$ cat config.mk
export PLATFORM = sky130hd
export DESIGN_NAME = dac_spi_arbiter
export DESIGN_NICKNAME = d
export VERILOG_FILES = /design/src/rtl/dac_spi_arbiter.sv
export SDC_FILE = /design/constraint.sdc
export NUM_CORES = 1
export LEC_CHECK = 0
export ABC_AREA = 1
export BUFFER_PORTS_ARGS = -buffer_cell sky130_fd_sc_hd__buf_2
export CAP_MARGIN = 20
export CORE_UTILIZATION = 47
export CTS_CLUSTER_SIZE = 14
export DETAILED_ROUTE_END_ITERATION = 8
export PLACE_DENSITY = 0.75
export SYNTH_ARGS = -nofsm -noshare
export SYNTH_HDL_FRONTEND = slang
export SYNTH_SLANG_ARGS = --single-unit
$ cat constraint.sdc
create_clock -name clk_i -period 1.5 [get_ports clk_i]
set_clock_uncertainty 0.2 [all_clocks]
set_input_delay 0.15 -clock clk_i [delete_from_list [all_inputs] [get_ports clk_i]]
set_output_delay 0.15 -clock clk_i [all_outputs]
set_load 0.005 [all_outputs]
$ cat src/rtl/dac_spi_arbiter.sv
// dac_spi_arbiter: serialises host and channel DAC threshold writes onto one shared SPI master
module dac_spi_arbiter #(
   parameter int         CODE_WIDTH   = 16,
   parameter logic [3:0] CMD          = 4'b0011,
   parameter int         BUSY_TIMEOUT = 4
) (
   input  logic                  clk_i,
   input  logic                  rst_i,
   input  logic [CODE_WIDTH-1:0] host_code_i,
   input  logic [1:0]            host_dst_i,
   input  logic                  host_wre_i,
   output logic                  host_rdy_o,
   input  logic [CODE_WIDTH-1:0] ch1_code_i,
   input  logic                  ch1_wre_i,
   output logic                  ch1_rdy_o,
   input  logic [CODE_WIDTH-1:0] ch2_code_i,
   input  logic                  ch2_wre_i,
   output logic                  ch2_rdy_o,
   output logic [CODE_WIDTH+7:0] spi_data_o,
   output logic                  spi_wre_o,
   input  logic                  spi_rdy_i,
   output logic [1:0]            spi_sel_o,
   output logic                  ovr_o,
   output logic                  err_o
);
   localparam int CW = $clog2(BUSY_TIMEOUT + 1);
   typedef enum logic [1:0] {IDLE, ISSUE, WAIT_BUSY, WAIT_DONE} state_t;
   typedef enum logic [1:0] {SRC_HOST, SRC_CH1, SRC_CH2} src_t;
   state_t                state;
   src_t                  src, gnt;
   logic [1:0]            host_pend, host_clr, gnt_sel;
   logic                  ch1_pend, ch2_pend, ch1_clr, ch2_clr, rr, go, host_set, busy;
   logic [CODE_WIDTH-1:0] host_code, ch1_code, ch2_code, gnt_code;
   logic [CW-1:0]         cnt;
   assign busy       = state != IDLE;
   assign host_rdy_o = ~|host_pend && !(busy && src == SRC_HOST);
   assign ch1_rdy_o  = !ch1_pend && !(busy && src == SRC_CH1);
   assign ch2_rdy_o  = !ch2_pend && !(busy && src == SRC_CH2);
   // rr = 1 means ch2 has the next turn when both channels are pending
   always_comb begin
      host_set = host_wre_i && |host_dst_i;
      go       = state == IDLE && spi_rdy_i && (|host_pend || ch1_pend || ch2_pend);
      gnt      = |host_pend ? SRC_HOST : (ch1_pend && (!rr || !ch2_pend)) ? SRC_CH1 : SRC_CH2;
      gnt_sel  = gnt == SRC_HOST ? (host_pend[0] ? 2'b01 : 2'b10) : gnt == SRC_CH1 ? 2'b01 : 2'b10;
      gnt_code = gnt == SRC_HOST ? host_code : gnt == SRC_CH1 ? ch1_code : ch2_code;
      host_clr = (go && gnt == SRC_HOST) ? gnt_sel : 2'b00;
      ch1_clr  = go && gnt == SRC_CH1;
      ch2_clr  = go && gnt == SRC_CH2;
   end
   always_ff @(posedge clk_i) begin
      if (rst_i) begin
         state      <= IDLE;
         src        <= SRC_HOST;
         rr         <= 1'b0;
         host_pend  <= 2'b00;
         ch1_pend   <= 1'b0;
         ch2_pend   <= 1'b0;
         host_code  <= '0;
         ch1_code   <= '0;
         ch2_code   <= '0;
         cnt        <= '0;
         spi_data_o <= '0;
         spi_wre_o  <= 1'b0;
         spi_sel_o  <= 2'b00;
         ovr_o      <= 1'b0;
         err_o      <= 1'b0;
      end else begin
         ovr_o     <= (host_set && |(host_pend & ~host_clr)) || (ch1_wre_i && ch1_pend && !ch1_clr)
                      || (ch2_wre_i && ch2_pend && !ch2_clr);
         host_pend <= (host_pend & ~host_clr) | (host_set ? host_dst_i : 2'b00);
         ch1_pend  <= (ch1_pend && !ch1_clr) || ch1_wre_i;
         ch2_pend  <= (ch2_pend && !ch2_clr) || ch2_wre_i;
         if (host_set) host_code <= host_code_i;
         if (ch1_wre_i) ch1_code <= ch1_code_i;
         if (ch2_wre_i) ch2_code <= ch2_code_i;
         spi_wre_o <= 1'b0;
         case (state)
            IDLE: if (go) begin
               state      <= ISSUE;
               src        <= gnt;
               spi_wre_o  <= 1'b1;
               spi_sel_o  <= gnt_sel;
               spi_data_o <= {CMD, gnt_code, 4'b0000};
               if (gnt != SRC_HOST) rr <= gnt == SRC_CH1;
            end
            ISSUE: begin
               state <= WAIT_BUSY;
               cnt   <= CW'(1);
            end
            WAIT_BUSY: if (!spi_rdy_i) state <= WAIT_DONE;
            else if (cnt == CW'(BUSY_TIMEOUT - 1)) begin
               err_o     <= 1'b1;
               state     <= IDLE;
               spi_sel_o <= 2'b00;
            end else cnt <= cnt + CW'(1);
            WAIT_DONE: if (spi_rdy_i) begin
               state     <= IDLE;
               spi_sel_o <= 2'b00;
            end
            default: state <= IDLE;
         endcase
      end
   end
endmodule

### After elaboration in Yosys (flattened, before gate mapping)

Index checks and enable logic that the tools add are counted.

| storage, ports and cells | value |
|---|---|
| output and inout port bits | 32 |
| flip-flop bits (word level) | 82 |
| input bits | 56 |

| operators by class | value |
|---|---|
| reduce and logical (&&, ||, !) cells | 53 |
| mux-type cells | 21 |
| add/subtract/negate cells | 1 |
| bitwise logic cells | 4 |
| equal/unequal tests | 14 |

Operators with widths:

| kind | count |
|---|---|
| two-way mux 16 bit | 2 |
| two-way mux 2 bit | 13 |
| logical AND 1 bit | 20 |
| AND reduction 3 bit | 4 |
| != test 2 bit (second input constant) | 5 |
| logical NOT 1 bit | 9 |
| == test 2 bit (second input constant) | 4 |
| one-hot mux 2 bit (4 select lines) | 1 |
| OR reduction 2 bit | 4 |
| logical OR 1 bit | 7 |
| == test 2 x 1 -> 1 bit (second input constant) | 3 |
| logical NOT 2 bit | 3 |
| two-way mux 3 bit | 2 |
| one-hot mux 2 bit (3 select lines) | 1 |
| one-hot mux 3 bit (2 select lines) | 1 |
| nonzero test 2 bit | 3 |
| AND reduction 5 bit | 1 |
| adder 3 x 1 -> 3 bit (second input constant) | 1 |
| == test 3 x 2 -> 1 bit (second input constant) | 1 |
| != test 3 bit (second input constant) | 1 |
| nonzero test 3 bit | 1 |
| bitwise AND 2 bit | 1 |
| inverter 2 bit | 1 |
| bitwise OR 2 bit | 1 |
| 3 further kinds | 3 |

### Logic depth before layout (Yosys ltp)

| logic depth | value |
|---|---|
| word-level depth | 15 |
| mapped depth | 11 |
| gate-level depth less buffers | 11 |

### Least setup slack after synthesis

Ideal clock, no wire load.

| path | value |
|---|---|
| kind | register -> register |
| start point | register state[1] |
| end point | register spi_data_o[11] |
| slack | -0.092 ns |
| clock period less this slack | 1.592 ns |
| data required time | 1.176 ns |
| setup time | 0.124 ns |
| stages on the path, launching flop included | 10 |
| arrival | 1.268 ns |
| path through | dfxtp_1 inv_1 ha_1 nand2_2 clkinv_1 nand2_4 inv_4 buf_6 o21ai_1 a31oi_1 |

| between the ends | value |
|---|---|
| word-level cells in the longest chain between the ends | 4 |

RTL lines:

| element | RTL line | RTL |
|---|---|---|
| start, declared | 29 | `state_t state;` |
| start signal, assigned | 52 | `state <= IDLE;` |
| start signal, assigned | 79 | `state <= ISSUE;` |
| start signal, assigned | 87 | `state <= WAIT_BUSY;` |
| logical NOT 2 bit * | 42, 77 |  |
| logical AND 1 bit (2 in series) | 42 | `go = state == IDLE && spi_rdy_i && (\|host_pend \|\| ch1_pend \|\| ch2_pend);` |
| AND reduction 2 bit (no line) * | n/a |  |
| end signal, assigned | 83 | `spi_data_o <= {CMD, gnt_code, 4'b0000};` |
| end, declared | 19 | `output logic [CODE_WIDTH+7:0] spi_data_o,` |

Mark *: on every way between the ends. The rest lies on a longest branch, timed or not.
A chain may end at the register's enable or synchronous reset.

### Worst setup path in the final report

| path | value |
|---|---|
| start point | register state[0] |
| end point | output ch2_rdy_o |

| between the ends | value |
|---|---|
| word-level cells in the longest chain between the ends | 4 |

RTL lines:

| element | RTL line | RTL |
|---|---|---|
| nonzero test 2 bit | 35 | `assign busy = state != IDLE;` |
| logical AND 1 bit | 38 | `assign ch2_rdy_o = !ch2_pend && !(busy && src == SRC_CH2);` |
| logical NOT 1 bit | 38 |  |
| logical AND 1 bit | 38 |  |
| end, declared | 18 | `output logic ch2_rdy_o,` |

Every way passes these cells.

==> results.md <==
- Status: complete, but fails checks
- Failing checks: negative setup slack
- Hold Vio Cnt, Final: 0
- Fin crit period: between 1500 and 2000 ps
- Maxcap violations: 0
- Leading area contributor after synthesis: dfxtp_1
- Number of global-route vias before repair: between 3,000 and 4,000
- Via count: between 3,000 and 4,000
- Io pins: 88
- Fin crit share: 1.186
- Yosys top cell area share: 0.4859
- Die height: 86.78 µm
- CP Max Fanout: 3
- Router iterations before antenna repair: 5
- Antenna diodes: 0
- Die footprint: 0.007531 mm²
- Row cnt: 30
- Final HPWL from detailed placement: between 5000 and 6000 µm
- GRT Util Overall: 0.2991
- Die width: just under 90 µm
- Root buf cell: clkbuf_8
- CP top delay family: buffers and inverters
- IO buf count: 81
- Wire per inst: 16.69 µm
- Synth Cell Area: 0.003378 mm²
- Clk pin slew, worst setup/hold paths: ~90 ps
- Initial antenna violation count: 0
- Worst path required time: 1150 ps
- Worst slack at placement: -75.75 ps
- GRT overflow: 0
- Max stage delay on crit path: between 300 and 400 ps
- DRC: 0
- CTS tree: done
- Startpoint types: flip-flop
- Netlist cell types: 30
- Sink Count: between 80 and 90
- Initial core utilization: 0.4918
- GP Congestion: about 0.83
- Layout area overhead: 58.78%
- Sequential element share of the synthesized area: 0.4859
- Final WL: ~12,000 µm
- Synth Area per Inst: 7.541 µm²
- Core area: 0.006869 mm²
- Peak supply drop: 0.8181 mV
- Final hold slack: 15.63 ps
- R2R setup slack: -240 ps
- Remaining antenna violation count: 0
- Cells after Synth: about 450
- Area contributors post-synth: dfxtp_1, nor2_1, o21ai_0, nand2_1, a21oi_1
- Syn. warnings: 0
- Hold Crit Class: in2reg
- Clock Latency Late Sink: approximately 380 ps
- First-pass GRT wire length: about 17,000 µm
- Critical path type: reg2out
- Slew Viols, Final: 0
- Crit-path cells: inv_2 > ha_4 > buf_6 > inv_2 > a31oi_2 > buf_2
- H-tree depth: 3
- Drt via density: about 5.4
- RSZ-0062 raised after global routing: true
- Final worst slack: -279.7 ps
- Crit path capture type: output port
- Drt initial violations: ~400
- Synth Register Bits: 82
- Bufs and invs on worst path: 4
- Clk buf depth: 2
- TritonCTS Buffers: 9
- CP max stage cell: dfxtp_2
- Fillers: about 440
- Share of cells above drive strength 1: 0.3610
- Final setup viols: 33
- Largest net degree at the start of global routing: approximately 70
- Critical path data arrival time: between 1000 and 1500 ps
- Pwr Density: 1375 mW/mm²
- Leakage: between 0.002 and 0.0025 µW
- CP most frequent cell: inv_2
- F_max: 561.9 MHz
- Post-layout nets: about 670
==> cells by family after synthesis <==
group	synth area share
other	0.001110
AO/OA/AOI/OAI	0.1852
adder cells (fa/ha/maj)	0.02592
buffers and inverters	0.08259
AND/OR/NAND/NOR	0.2193
flip-flops	0.4859
==> registers in the layout, indices dropped and copies added, names as in the netlist <==
signal,count
ovr_o,1
ch1_pend,1
ch1_code,16
err_o,1
spi_wre_o,1
ch2_pend,1
src,2
host_pend,2
host_code,16
state,2
cnt,3
ch2_code,16
rr,1
spi_sel_o,2
spi_data_o,17
==> layout by cell type (no fill, tap or decap), drive strengths merged, types with 3 or more instances in the layout <==
cell / Yosys / final
ha: 7 / 7
nand2: 65 / 65
a21oi: 30 / 30
nor2: 108 / 108
o21ai: 69 / 69
dlygate4sd3: 0 / 54
a31oi: 18 / 18
clkbuf: 10 / 11
nand4: 3 / 3
inv: 21 / 26
buf: 20 / 120
conb: 1 / 6
clkinv: 4 / 4
dfxtp: 82 / 82
nand3: 8 / 8
==> worst paths after layout <==
kind	startpoint	endpoint	cells past startpoint
worst max-delay path	state[0]	ch2_rdy_o	6
worst min-delay path	ch2_wre_i	ch2_code[4]	4
worst max register to register	state[0]	ovr_o	13
worst min register to register	err_o	err_o	2
==> layer usage <==
metal / global-route usage / wire, µm / vias to the layer above
li1: - / - / 1783
met1: 0.3591 / 4496 / 1807
met2: 0.5132 / 6071 / 210
met3: 0.06000 / 694 / 67
met4: 0.1394 / 605 / 0
met5: 0 / 0 / -
==> worst register-to-register path, stage by stage (launching register included) <==
cell      delay (ps)
dfxtp_2          340
inv_2             90
ha_4             150
buf_4            110
nand2_4           60
clkinv_4          60
nand2_8           90
inv_8            100
buf_8            130
nand2_4           60
nand2_1           80
nand3_1           70
nand2_1           70
inv_1             50
==> cell type report <==
cell class	count	area, µm²	share of cell area
clock buffer	10	137.6	0.02566
timing repair inverter	1	8.758	0.001633
tap	96	120.1	0.02239
multi-input combinational	316	1847	0.3443
clock inverter	6	72.57	0.01353
sequential	82	1650	0.3077
inverter	25	121.4	0.02263
timing repair buffer	175	1406	0.2622
==> synthesized netlist by cell type <==
master,count
nor2_1,106
dfxtp_1,82
nand2_1,60
o21ai_0,55
a21oi_1,30
a31oi_1,18
inv_1,16
o21ai_1,13
buf_4,9
buf_2,7
clkbuf_1,7
ha_1,7
nand3_1,7
inv_2,4
nand2_2,4
buf_6,3
clkbuf_2,3
clkinv_1,3
nand4_1,3
buf_1,1
clkinv_2,1
conb_1,1
inv_4,1
nand2_4,1
nand3_2,1
nor2_2,1
nor2_4,1
o21ai_2,1
o22ai_1,1
o31ai_1,1
==> through the flow <==
step | cell area (µm²) | utilization | TNS (ps) | total power, µW | instances
floorplan | 3408 | - | 0 | 3652 | 453
global placement | 3990 | 0.5809 | -205.7 | 4277 | 625
detailed placement | 3990 | 0.5809 | -728.3 | 4322 | 625
CTS | 5156 | 0.7506 | -2520 | 6825 | 707
global route | 5364 | 0.7809 | -6668 | 7650 | 711
finish | 5364 | 0.7809 | -4746 | 7375 | 711
==> where the power goes <==
group          internal (µW)  leakage, µW  switching, µW  total (µW)
Combinational           1410      0.00157           1540        2950
Sequential              2470     0.000680            227        2700
Clock                    835     0.000104            894        1730
Total                   4720      0.00236           2660        7370
==> repair_timing <==
item / 4_1_cts / 5_1_grt
pin swaps: 11 / 14
endpoints found under the hold margin: 63 / 0
setup endpoints to repair: 26 / 34
gates resized for setup: 77 / 46
setup buffers: 9 / 5
hold buffers: 54 / 0
gates cloned: 3 / 1
No activity file was read; power rests on OpenSTA's default activity.
